[config.mk]
export PLATFORM = sky130hd
export DESIGN_NAME = pipe_ctrl_flat
export DESIGN_NICKNAME = d
export VERILOG_FILES = /design/src/rtl/pipe_pkg.sv /design/src/rtl/pipe_ctrl_if.sv /design/src/rtl/pipe_ctrl_dffe.sv /design/src/rtl/pipe_ctrl_hazard_detect.sv /design/src/rtl/pipe_ctrl.sv /design/src/flat_wrapper.sv
export SDC_FILE = /design/constraint.sdc
export NUM_CORES = 1
export LEC_CHECK = 0
export ABC_AREA = 0
export ABC_CLOCK_PERIOD_IN_PS = 2000
export CORE_ASPECT_RATIO = 1.1
export CORE_MARGIN = 2
export CORE_UTILIZATION = 39
export CTS_CLUSTER_DIAMETER = 80
export DETAILED_ROUTE_END_ITERATION = 8
export PLACE_DENSITY = 0.87
export SLEW_MARGIN = 30
export SYNTH_ARGS = -nofsm -noshare
export SYNTH_HDL_FRONTEND = slang
export SYNTH_SLANG_ARGS = --single-unit
[constraint.sdc]
create_clock -name clk -period 2 [get_ports clk]
set_input_delay 0.4 -clock clk [delete_from_list [all_inputs] [get_ports clk]]
set_output_delay 0.4 -clock clk [all_outputs]
set_load 0.005 [all_outputs]
[src/rtl/pipe_pkg.sv]
// Shared types and constants for the pipeline stall/flush sequencer.
package pipe_pkg;

   localparam int REG_W = 5;

   typedef enum logic [0:0] {
      ST_RUN    = 1'b0,
      ST_MULDIV = 1'b1
   } state_e;

   // Per-stage register control: enable and bubble insert.
   typedef struct packed {
      logic ce;
      logic flush;
   } stage_ctl_t;

endpackage

[src/rtl/pipe_ctrl_if.sv]
// Hazard inputs and stage-control outputs of the pipeline sequencer.
interface pipe_ctrl_if #(parameter int CW = 16);
   import pipe_pkg::*;

   logic [REG_W-1:0] id_rs_i;
   logic [REG_W-1:0] id_rt_i;
   logic             id_uses_rs_i;
   logic             id_uses_rt_i;
   logic             ex_memread_i;
   logic [REG_W-1:0] ex_rd_i;
   logic             ex_branch_taken_i;
   logic             ex_muldiv_start_i;
   logic             imem_ready_i;
   logic             dmem_req_i;
   logic             dmem_ready_i;
   logic             stall_clr_i;

   logic             pc_ce_o;
   logic             ifid_ce_o;
   logic             idex_ce_o;
   logic             exmem_ce_o;
   logic             memwb_ce_o;
   logic             ifid_flush_o;
   logic             idex_flush_o;
   logic             exmem_flush_o;
   logic             memwb_flush_o;
   logic             muldiv_busy_o;
   logic             muldiv_done_o;
   logic [CW-1:0]    stall_cnt_o;

   // Sequencer side.
   modport slave (
      input  id_rs_i, id_rt_i, id_uses_rs_i, id_uses_rt_i, ex_memread_i, ex_rd_i,
             ex_branch_taken_i, ex_muldiv_start_i, imem_ready_i, dmem_req_i,
             dmem_ready_i, stall_clr_i,
      output pc_ce_o, ifid_ce_o, idex_ce_o, exmem_ce_o, memwb_ce_o,
             ifid_flush_o, idex_flush_o, exmem_flush_o, memwb_flush_o,
             muldiv_busy_o, muldiv_done_o, stall_cnt_o
   );

   // Pipeline datapath side.
   modport master (
      output id_rs_i, id_rt_i, id_uses_rs_i, id_uses_rt_i, ex_memread_i, ex_rd_i,
             ex_branch_taken_i, ex_muldiv_start_i, imem_ready_i, dmem_req_i,
             dmem_ready_i, stall_clr_i,
      input  pc_ce_o, ifid_ce_o, idex_ce_o, exmem_ce_o, memwb_ce_o,
             ifid_flush_o, idex_flush_o, exmem_flush_o, memwb_flush_o,
             muldiv_busy_o, muldiv_done_o, stall_cnt_o
   );

endinterface

[src/rtl/pipe_ctrl_dffe.sv]
// Clock-enabled D flip-flop cell with asynchronous active-low reset.
module pipe_ctrl_dffe #(
   parameter int           W       = 1,
   parameter logic [W-1:0] RST_VAL = '0
) (
   input  logic         clk,
   input  logic         rst_n,
   input  logic         en,
   input  logic [W-1:0] d,
   output logic [W-1:0] q
);

   // Capture d when enabled, otherwise hold.
   always_ff @(posedge clk or negedge rst_n) begin
      if (!rst_n)  q <= RST_VAL;
      else if (en) q <= d;
   end

endmodule

[src/rtl/pipe_ctrl_hazard_detect.sv]
// Load-use hazard decode: ID reads a register the EX load has not produced yet.
module hazard_detect
   import pipe_pkg::*;
(
   input  logic             ex_memread_i,
   input  logic [REG_W-1:0] ex_rd_i,
   input  logic [REG_W-1:0] id_rs_i,
   input  logic [REG_W-1:0] id_rt_i,
   input  logic             id_uses_rs_i,
   input  logic             id_uses_rt_i,
   output logic             lu_o
);

   // $zero is never a real dependency.
   always_comb begin
      lu_o = ex_memread_i && (ex_rd_i != '0) &&
             ((id_uses_rs_i && (id_rs_i == ex_rd_i)) ||
              (id_uses_rt_i && (id_rt_i == ex_rd_i)));
   end

endmodule

[src/rtl/pipe_ctrl.sv]
// Stall/flush sequencer for the 5-stage pipeline: priority-resolves dmem wait,
// mul/div occupancy, taken branch, load-use and fetch wait into register
// enables and bubbles, and counts cycles in which the PC is frozen.
module pipe_ctrl
   import pipe_pkg::*;
#(
   parameter int MULDIV_LAT = 4,
   parameter int CW         = 16
) (
   input  logic        clk,
   input  logic        rst_n,
   pipe_ctrl_if.slave  bus
);

   localparam int CNT_W = ($clog2(MULDIV_LAT) < 2) ? 2 : $clog2(MULDIV_LAT);

   logic             run_q;
   logic [0:0]       st_raw_q;
   state_e           state_q, state_d;
   logic [CNT_W-1:0] cnt_q, cnt_d;
   logic [CW-1:0]    scnt_q, scnt_d;
   logic             scnt_en;

   logic             lu, dstall, istall, mstall, release_w;
   logic             pc_ce;
   stage_ctl_t       ifid_c, idex_c, exmem_c, memwb_c;

   hazard_detect u_hazard (
      .ex_memread_i (bus.ex_memread_i),
      .ex_rd_i      (bus.ex_rd_i),
      .id_rs_i      (bus.id_rs_i),
      .id_rt_i      (bus.id_rt_i),
      .id_uses_rs_i (bus.id_uses_rs_i),
      .id_uses_rt_i (bus.id_uses_rt_i),
      .lu_o         (lu)
   );

   assign dstall  = bus.dmem_req_i & ~bus.dmem_ready_i;
   assign istall  = ~bus.imem_ready_i;
   assign state_q = state_e'(st_raw_q);

   // run_q holds all controls low for the first clock after reset release.
   pipe_ctrl_dffe #(.W(1)) u_run (
      .clk (clk), .rst_n (rst_n), .en (1'b1), .d (1'b1), .q (run_q)
   );

   pipe_ctrl_dffe #(.W(1), .RST_VAL(ST_RUN)) u_state (
      .clk (clk), .rst_n (rst_n), .en (1'b1), .d (state_d), .q (st_raw_q)
   );

   pipe_ctrl_dffe #(.W(CNT_W)) u_cnt (
      .clk (clk), .rst_n (rst_n), .en (1'b1), .d (cnt_d), .q (cnt_q)
   );

   pipe_ctrl_dffe #(.W(CW)) u_scnt (
      .clk (clk), .rst_n (rst_n), .en (scnt_en), .d (scnt_d), .q (scnt_q)
   );

   // Mul/div occupancy FSM: the start cycle plus MULDIV_LAT-1 counted cycles;
   // release waits for any dmem stall so EX and MEM advance together.
   always_comb begin
      state_d   = state_q;
      cnt_d     = cnt_q;
      release_w = (state_q == ST_MULDIV) && (cnt_q == '0) && !dstall;
      mstall    = ((state_q == ST_RUN) && bus.ex_muldiv_start_i) ||
                  ((state_q == ST_MULDIV) && !release_w);
      case (state_q)
         ST_RUN: begin
            if (run_q && bus.ex_muldiv_start_i && !dstall) begin
               state_d = ST_MULDIV;
               cnt_d   = CNT_W'(MULDIV_LAT - 2);
            end
         end
         ST_MULDIV: begin
            if (cnt_q != '0) cnt_d = cnt_q - CNT_W'(1);
            if (release_w)   state_d = ST_RUN;
         end
         default: state_d = ST_RUN;
      endcase
   end

   // Stage enables/bubbles, first matching hazard wins.
   always_comb begin
      pc_ce   = 1'b1;
      ifid_c  = '{ce: 1'b1, flush: 1'b0};
      idex_c  = '{ce: 1'b1, flush: 1'b0};
      exmem_c = '{ce: 1'b1, flush: 1'b0};
      memwb_c = '{ce: 1'b1, flush: 1'b0};
      if (dstall) begin
         pc_ce = 1'b0; ifid_c.ce = 1'b0; idex_c.ce = 1'b0; exmem_c.ce = 1'b0;
         memwb_c.flush = 1'b1;
      end else if (mstall) begin
         pc_ce = 1'b0; ifid_c.ce = 1'b0; idex_c.ce = 1'b0;
         exmem_c.flush = 1'b1;
      end else if (bus.ex_branch_taken_i) begin
         ifid_c.flush = 1'b1; idex_c.flush = 1'b1;
      end else if (lu) begin
         pc_ce = 1'b0; ifid_c.ce = 1'b0;
         idex_c.flush = 1'b1;
      end else if (istall) begin
         pc_ce = 1'b0;
         ifid_c.flush = 1'b1;
      end
      if (!run_q) begin
         pc_ce   = 1'b0;
         ifid_c  = '0;
         idex_c  = '0;
         exmem_c = '0;
         memwb_c = '0;
      end
   end

   // Saturating count of frozen-PC cycles; clear wins.
   always_comb begin
      scnt_en = bus.stall_clr_i || (run_q && !pc_ce);
      scnt_d  = (scnt_q == '1) ? scnt_q : scnt_q + CW'(1);
      if (bus.stall_clr_i) scnt_d = '0;
   end

   assign bus.pc_ce_o       = pc_ce;
   assign bus.ifid_ce_o     = ifid_c.ce;
   assign bus.idex_ce_o     = idex_c.ce;
   assign bus.exmem_ce_o    = exmem_c.ce;
   assign bus.memwb_ce_o    = memwb_c.ce;
   assign bus.ifid_flush_o  = ifid_c.flush;
   assign bus.idex_flush_o  = idex_c.flush;
   assign bus.exmem_flush_o = exmem_c.flush;
   assign bus.memwb_flush_o = memwb_c.flush;
   assign bus.muldiv_busy_o = run_q & mstall;
   assign bus.muldiv_done_o = run_q & release_w;
   assign bus.stall_cnt_o   = scnt_q;

endmodule

[src/flat_wrapper.sv]
// flat-port wrapper written by rule: the top's interface ports become plain ports
module pipe_ctrl_flat import pipe_pkg::*;
#(
   parameter int MULDIV_LAT = 4,
   parameter int CW         = 16
)
  (clk, rst_n, bus_id_rs_i, bus_id_rt_i, bus_id_uses_rs_i, bus_id_uses_rt_i, bus_ex_memread_i, bus_ex_rd_i, bus_ex_branch_taken_i, bus_ex_muldiv_start_i, bus_imem_ready_i, bus_dmem_req_i, bus_dmem_ready_i, bus_stall_clr_i, bus_pc_ce_o, bus_ifid_ce_o, bus_idex_ce_o, bus_exmem_ce_o, bus_memwb_ce_o, bus_ifid_flush_o, bus_idex_flush_o, bus_exmem_flush_o, bus_memwb_flush_o, bus_muldiv_busy_o, bus_muldiv_done_o, bus_stall_cnt_o);
  pipe_ctrl_if #(.CW(CW)) bus_i ();
  input  logic clk;
  input  logic rst_n;
  input wire logic [$bits(bus_i.id_rs_i)-1:0] bus_id_rs_i;
  input wire logic [$bits(bus_i.id_rt_i)-1:0] bus_id_rt_i;
  input wire logic [$bits(bus_i.id_uses_rs_i)-1:0] bus_id_uses_rs_i;
  input wire logic [$bits(bus_i.id_uses_rt_i)-1:0] bus_id_uses_rt_i;
  input wire logic [$bits(bus_i.ex_memread_i)-1:0] bus_ex_memread_i;
  input wire logic [$bits(bus_i.ex_rd_i)-1:0] bus_ex_rd_i;
  input wire logic [$bits(bus_i.ex_branch_taken_i)-1:0] bus_ex_branch_taken_i;
  input wire logic [$bits(bus_i.ex_muldiv_start_i)-1:0] bus_ex_muldiv_start_i;
  input wire logic [$bits(bus_i.imem_ready_i)-1:0] bus_imem_ready_i;
  input wire logic [$bits(bus_i.dmem_req_i)-1:0] bus_dmem_req_i;
  input wire logic [$bits(bus_i.dmem_ready_i)-1:0] bus_dmem_ready_i;
  input wire logic [$bits(bus_i.stall_clr_i)-1:0] bus_stall_clr_i;
  output wire logic [$bits(bus_i.pc_ce_o)-1:0] bus_pc_ce_o;
  output wire logic [$bits(bus_i.ifid_ce_o)-1:0] bus_ifid_ce_o;
  output wire logic [$bits(bus_i.idex_ce_o)-1:0] bus_idex_ce_o;
  output wire logic [$bits(bus_i.exmem_ce_o)-1:0] bus_exmem_ce_o;
  output wire logic [$bits(bus_i.memwb_ce_o)-1:0] bus_memwb_ce_o;
  output wire logic [$bits(bus_i.ifid_flush_o)-1:0] bus_ifid_flush_o;
  output wire logic [$bits(bus_i.idex_flush_o)-1:0] bus_idex_flush_o;
  output wire logic [$bits(bus_i.exmem_flush_o)-1:0] bus_exmem_flush_o;
  output wire logic [$bits(bus_i.memwb_flush_o)-1:0] bus_memwb_flush_o;
  output wire logic [$bits(bus_i.muldiv_busy_o)-1:0] bus_muldiv_busy_o;
  output wire logic [$bits(bus_i.muldiv_done_o)-1:0] bus_muldiv_done_o;
  output wire logic [$bits(bus_i.stall_cnt_o)-1:0] bus_stall_cnt_o;
  assign bus_i.id_rs_i = bus_id_rs_i;
  assign bus_i.id_rt_i = bus_id_rt_i;
  assign bus_i.id_uses_rs_i = bus_id_uses_rs_i;
  assign bus_i.id_uses_rt_i = bus_id_uses_rt_i;
  assign bus_i.ex_memread_i = bus_ex_memread_i;
  assign bus_i.ex_rd_i = bus_ex_rd_i;
  assign bus_i.ex_branch_taken_i = bus_ex_branch_taken_i;
  assign bus_i.ex_muldiv_start_i = bus_ex_muldiv_start_i;
  assign bus_i.imem_ready_i = bus_imem_ready_i;
  assign bus_i.dmem_req_i = bus_dmem_req_i;
  assign bus_i.dmem_ready_i = bus_dmem_ready_i;
  assign bus_i.stall_clr_i = bus_stall_clr_i;
  assign bus_pc_ce_o = bus_i.pc_ce_o;
  assign bus_ifid_ce_o = bus_i.ifid_ce_o;
  assign bus_idex_ce_o = bus_i.idex_ce_o;
  assign bus_exmem_ce_o = bus_i.exmem_ce_o;
  assign bus_memwb_ce_o = bus_i.memwb_ce_o;
  assign bus_ifid_flush_o = bus_i.ifid_flush_o;
  assign bus_idex_flush_o = bus_i.idex_flush_o;
  assign bus_exmem_flush_o = bus_i.exmem_flush_o;
  assign bus_memwb_flush_o = bus_i.memwb_flush_o;
  assign bus_muldiv_busy_o = bus_i.muldiv_busy_o;
  assign bus_muldiv_done_o = bus_i.muldiv_done_o;
  assign bus_stall_cnt_o = bus_i.stall_cnt_o;
  pipe_ctrl #(.MULDIV_LAT(MULDIV_LAT), .CW(CW)) u_core (.clk(clk), .rst_n(rst_n), .bus(bus_i));
endmodule
* Word level (Yosys, flattened, before mapping)
Cells that the tools add are included.
Cells by class: add/sub/neg operators 2, equal/unequal tests 6, mux-type cells 37, bitwise gates (word level) 5, reductions and logical operators 22
Operators with widths (number):
- two-way mux 16 bit | 2
- two-way mux 1 bit | 27
- adder 16 x 1 -> 16 bit, second input constant | 1
- == test 16 bit, second input constant | 1
- two-way mux 2 bit | 6
- logical AND 1 bit | 11
- == test 5 bit | 2
- nonzero test 5 bit | 1
- inequality test 2 bit, second input constant | 2
- one-hot mux 2 bit (2 select lines) | 1
- AND reduction 2 bit | 2
- AND 1 bit | 3
- zero test 1 bit | 3
- logical OR 1 bit | 3
- zero test 2 bit | 1
- inequality test 2 x 1 -> 1 bit, second input constant | 1
- NOT 1 bit | 2
- one-hot mux 1 bit (2 select lines) | 1
- nonzero test 2 bit | 1
- subtractor 2 x 1 -> 2 bit, second input constant | 1
Word-level totals: register bits after elaboration 20, input bits 26, output and inout bits 27

* Logic depth before layout (Yosys ltp)
depth after elaboration 14, mapped depth 10, gate-level depth less buffers 8

* Modules after synthesis
From an unflattened synthesis, not the netlist that was laid out.
Second synthesis, totals: cells, all modules 173, area total of the unflattened synthesis 1611.5 sq um
Modules (own cells, without submodules):
- pipe_ctrl | times used 1, cells an instance 114, area an instance 675.6 sq um, seq. area each 0.0 sq um
- pipe_ctrl_dffe (u_core.u_scnt) | times used 1, cells an instance 34, area an instance 649.4 sq um, seq. area each 400.4 sq um
- hazard_detect | times used 1, cells an instance 17, area an instance 133.9 sq um, seq. area each 0.0 sq um
- pipe_ctrl_dffe (u_core.u_run ...) | times used 2, cells an instance 2, area an instance 40.0 sq um, seq. area each 25.0 sq um
- pipe_ctrl_dffe (u_core.u_cnt) | times used 1, cells an instance 4, area an instance 72.6 sq um, seq. area each 50.0 sq um

* Worst setup path after synthesis
No wires, ideal clock.
path kind input -> register, start point input port bus_ex_rd_i[0], end point register u_core.u_scnt.q[14], library setup time 0.127 ns, data arrival time 1.849 ns, required time 1.873 ns, slack 0.024 ns, stages 7, path buffers 1, path through or4_1 -> o21ai_2 -> nor4_2 -> a21oi_2 -> buf_6 -> or2_1 -> mux2_1
Between the ends: word-level cells in the longest chain between the ends 13
Ends and longest elaborated chain:
- start, declared | line flat_wrapper.sv:16 | input wire logic [$bits(bus_i.ex_rd_i)-1:0] bus_ex_rd_i;
- == test 5 bit (on tied branches) | line pipe_ctrl_hazard_detect.sv:17, pipe_ctrl_hazard_detect.sv:18
- logical AND 1 bit (on tied branches) | line pipe_ctrl_hazard_detect.sv:17, pipe_ctrl_hazard_detect.sv:18
- logical OR 1 bit | line pipe_ctrl_hazard_detect.sv:17 | ((id_uses_rs_i && (id_rs_i == ex_rd_i)) ||
- logical AND 1 bit (*) | line pipe_ctrl_hazard_detect.sv:16 | lu_o = ex_memread_i && (ex_rd_i != '0) &&
- two-way mux 1 bit (*) | line pipe_ctrl.sv:97 | end else if (lu) begin
- two-way mux 1 bit (*) | line pipe_ctrl.sv:95 | end else if (bus.ex_branch_taken_i) begin
- two-way mux 1 bit (*) | line pipe_ctrl.sv:92 | end else if (mstall) begin
- two-way mux 1 bit (*) | line pipe_ctrl.sv:89 | if (dstall) begin
- two-way mux 1 bit (*) | line pipe_ctrl.sv:104 | if (!run_q) begin
- zero test 1 bit (*) | line pipe_ctrl.sv:115 | scnt_en = bus.stall_clr_i || (run_q && !pc_ce);
- logical AND 1 bit (*) | line pipe_ctrl.sv:115
- logical OR 1 bit (*) | line pipe_ctrl.sv:115
- AND reduction 2 bit (no source line) (*)
- end signal, assigned | line pipe_ctrl_dffe.sv:15 | if (!rst_n) q <= RST_VAL;
- end signal, assigned | line pipe_ctrl_dffe.sv:16 | else if (en) q <= d;
- end, declared | line pipe_ctrl_dffe.sv:10 | output logic [W-1:0] q
Every way passes the cells marked *; elsewhere a longest branch is shown, timed or not. A chain may end at the register's enable or synchronous reset.

* Worst setup path in the final report
start point input port bus_ex_rd_i[2], end point output port bus_pc_ce_o
Between the ends: word-level cells in the longest chain between the ends 9
Ends and longest elaborated chain:
- == test 5 bit (on tied branches) | line pipe_ctrl_hazard_detect.sv:17, pipe_ctrl_hazard_detect.sv:18
- logical AND 1 bit (on tied branches) | line pipe_ctrl_hazard_detect.sv:17, pipe_ctrl_hazard_detect.sv:18
- logical OR 1 bit | line pipe_ctrl_hazard_detect.sv:17
- logical AND 1 bit (*) | line pipe_ctrl_hazard_detect.sv:16
- two-way mux 1 bit (*) | line pipe_ctrl.sv:97
- two-way mux 1 bit (*) | line pipe_ctrl.sv:95
- two-way mux 1 bit (*) | line pipe_ctrl.sv:92
- two-way mux 1 bit (*) | line pipe_ctrl.sv:89
- two-way mux 1 bit (*) | line pipe_ctrl.sv:104
- end, declared | line flat_wrapper.sv:23 | output wire logic [$bits(bus_i.pc_ce_o)-1:0] bus_pc_ce_o;
Marked as above.

==> results.yml <==
cts:
  cts_tree: "yes"
  clock_sinks: 20
  htreeDepth: 1
  cts-root-buf: "clkbuf_4"
  path_clk_slew_ns: 0.13
  insertion_delay_ns: 0.32
  cts_made_buffers: 3
  postCtsHoldBufs: 0
  clockBufferDepth: 2
route:
  drt_iter0_markers: 74
  wl_per_cell_um: 17.4
  wl_um: 5340
  drc: 0
  ant_nets: 0
  drtPass1Iterations: 4
  vias_per_cell: 5.32
  via_count: 1633
die:
  num_rows: 22
  dieArea_mm2: 0.00395
  core_area_mm2: 0.00333
  die_w_um: 60.1
  initial_utilization: 0.406
  die_height_um: 65.7
  ios: 53
synthesis:
  synthCells: 156
  synth_seq_cells: 20
  synth_top_flop_cell: "dfrtp_1"
  synth_common_cells: "dfrtp_1, nor2_1, a21oi_1"
  yosys_warnings: 0
  synth_cell_type_count: 38
  yosysMostFrequentCell: "dfrtp_1"
  synth-edff-count: 0
  async_reset_ff_frac: 1.00
  syn_nets: 184
  synth_area_mm2: 0.00135
  synth_top_area_cell: "dfrtp_1"
  synth_seq_area_share: 0.370
  yosys-top-cells-area: "dfrtp_1, xnor2_1, or3_1, a21oi_1, nor2_1"
  synth.top_cell.area_share: 0.370
  syn_avg_cell_area_um2: 8.66
timing:
  hold_slack_ns: 0.410
  final_max_slew_viol_count: 0
  period_needed_ns: 2.23
  setup_slack_ns: -0.226
  period_share: 1.11
  rsz0062_at_grt: "yes"
  fmax_ghz: 0.449
  finClkSkew_ns: 0.00700
  finalHoldViolCount: 0
  tns_ns: -2.19
  setup_viol: 19
power_and_ir_drop:
  swShare: 0.361
  pwr-share-clk: 0.151
  p_leak_nw: 1.13
  p_comb_frac: 0.565
  power_frac_seq: 0.285
  p_int_mw: 1.07
  irDropWorstVdd_uv: 331
  p_per_area_mw_per_mm2: 647
  switchingPower_mw: 0.605
finish:
  layout.cells.non_filler: 307
  drive_above_1_share: 0.471
  syn2layout_area_growth_pct: 91.9
  fin_area_mm2: 0.00259
  nets: 288
  antenna_cells: 0
  fill_cells: 200
critical_path:
  required_ns: 1.60
  path_class: "input port to primary output"
  critPathLaunchType: "input port"
  crit_top_cell: "nor2b_4"
  cp.arrival_ns: 1.83
  slowest_stage: "o22ai_2"
  critPathMaxStageDelay_ns: 0.21
  endpoint_kind: "primary output"
  cp_num_buf_inv: 3
  cp_cell_sequence: "buf_8, buf_6, xnor2_2, nand4_1, o22ai_2, nor2b_4, nor2b_4, and4b_1, buf_2"
  crit_path_max_fanout: 3
  crit_family: "simple AND/OR/NAND/NOR gates"
place:
  placed_cells: 279
  placed_area_mm2: 0.00210
  post-dp-hpwl_um: 2830
  gp_congestion: 0.778
  port-buffer-count: 52
run:
  maxCapViolCount: 0
global_routing:
  grt_pass1_wl_um: 6670
  overflow: 0
  grt_start_max_net_pins: 27
  antenna_found_initial: 0
  grt.total_usage: 0.223
  grt_pass1_vias: 1519
min_path:
  hp-class: "input port to async pin"
status:
  status: "finished, violations left"
  violations: "negative setup slack"
-- state kept, by name, indices dropped and copies added, names as in the netlist --
name,count
u_core.u_scnt.q,16
u_core.u_cnt.q,2
u_core.u_run.q,1
u_core.u_state.q,1
-- cell usage in the layout (no fill, tap or decap), types with 3 or more instances in the layout --
master           instances
buf_4                   40
clkdlybuf4s50_1         22
dfrtp_1                 20
nand2_1                 12
dlygate4sd2_1           12
nor2_1                  11
a21oi_2                 10
buf_6                   10
buf_2                    9
xnor2_1                  8
or3_4                    8
nand4_1                  7
nand3_1                  7
o21ai_1                  7
a21oi_1                  5
o21ai_4                  4
nor2b_4                  3
inv_2                    3
xnor2_2                  3
or3_1                    3
clkbuf_4                 3
clkdlybuf4s15_1          3
-- cells by family (layout without fill, tap and decap cells) --
logic type	Yosys count	count (layout)	share of synthesized area
AOI/OAI and AO/OA	37	37	0.162
xor gates and xnor gates	12	12	0.0778
adders and majority gates	2	2	0.0185
buffers and inverters	11	114	0.0537
DFF	20	20	0.370
muxes	2	2	0.0157
other	1	1	0.00278
and+or+nand+nor	71	71	0.299
-- final cells by class --
| cell class | count | area (um2) | share of cell area |
|---|---|---|---|
| clock buffers | 4 | 36.3 | 0.0140 |
| inverters | 6 | 25.0 | 0.00965 |
| multi-input cells | 125 | 1040 | 0.400 |
| flip-flops and latches | 20 | 500 | 0.193 |
| well taps | 48 | 60.1 | 0.0232 |
| repair buffers | 104 | 933 | 0.360 |
-- power by group through the flow --
stage          clock network (mW)  registers [mW]  logic (mW)
2_1_floorplan                   0           0.494       0.300
3_3_place_gp                    0           0.476       0.609
3_5_place_dp                    0           0.479       0.630
4_1_cts                     0.244           0.472       0.633
5_1_grt                     0.283           0.482        1.01
6_report                    0.252           0.477       0.947
-- worst reg2reg max path: cells and delay by family (launching register included) --
| family | cells | cell delay, ns |
|---|---|---|
| adder cells (fa/ha/maj) | 1 | 0.20 |
| buffers and inverters | 3 | 0.46 |
| AND/OR/NAND/NOR | 4 | 0.79 |
| flip-flops | 1 | 0.41 |
| AO/OA/AOI/OAI | 2 | 0.25 |
-- through the flow --
step	power [mW]	setup slack (ns)	util
after floorplan	0.794	0.0235	-
after global placement	1.08	-0.888	0.632
after detailed placement	1.11	-0.950	0.632
after CTS	1.35	-0.175	0.669
after global routing	1.77	-0.332	0.779
final	1.68	-0.226	0.779
-- metal layers --
| metal | wire, um | vias to the layer above | track usage |
|---|---|---|---|
| met5 | 0 | - | 0 |
| met4 | 165 | 0 | 0.0833 |
| met2 | 2900 | 68 | 0.412 |
| met3 | 205 | 16 | 0.0354 |
| li1 | - | 764 | - |
| met1 | 2070 | 785 | 0.249 |
-- repair_timing --
| item | 4_1_cts | 5_1_grt |
|---|---|---|
| resized for setup | 87 | 56 |
| setup endpoints to repair | 26 | 22 |
| pin swaps | 22 | 47 |
| cloned | 0 | 3 |
| setup buffers | 8 | 16 |
-- final timing paths --
| path | startpoint | end | slack (ns) | cells after the start |
|---|---|---|---|---|
| max in group asynchronous | rst_n | u_core.u_scnt.q[12] | 1.37 | 2 |
| worst min register to register | u_core.u_scnt.q[6] | u_core.u_scnt.q[6] | 0.60 | 2 |
| worst max-delay path | bus_ex_rd_i[2] | bus_pc_ce_o | -0.23 | 9 |
| min in group clk | bus_ex_muldiv_start_i | u_core.u_cnt.q[1] | 0.59 | 3 |
| worst min-delay path | rst_n | u_core.u_run.q | 0.41 | 2 |
| worst max register to register | u_core.u_scnt.q[1] | u_core.u_scnt.q[3] | -0.16 | 10 |
No activity file was read; power rests on OpenSTA's default activity.
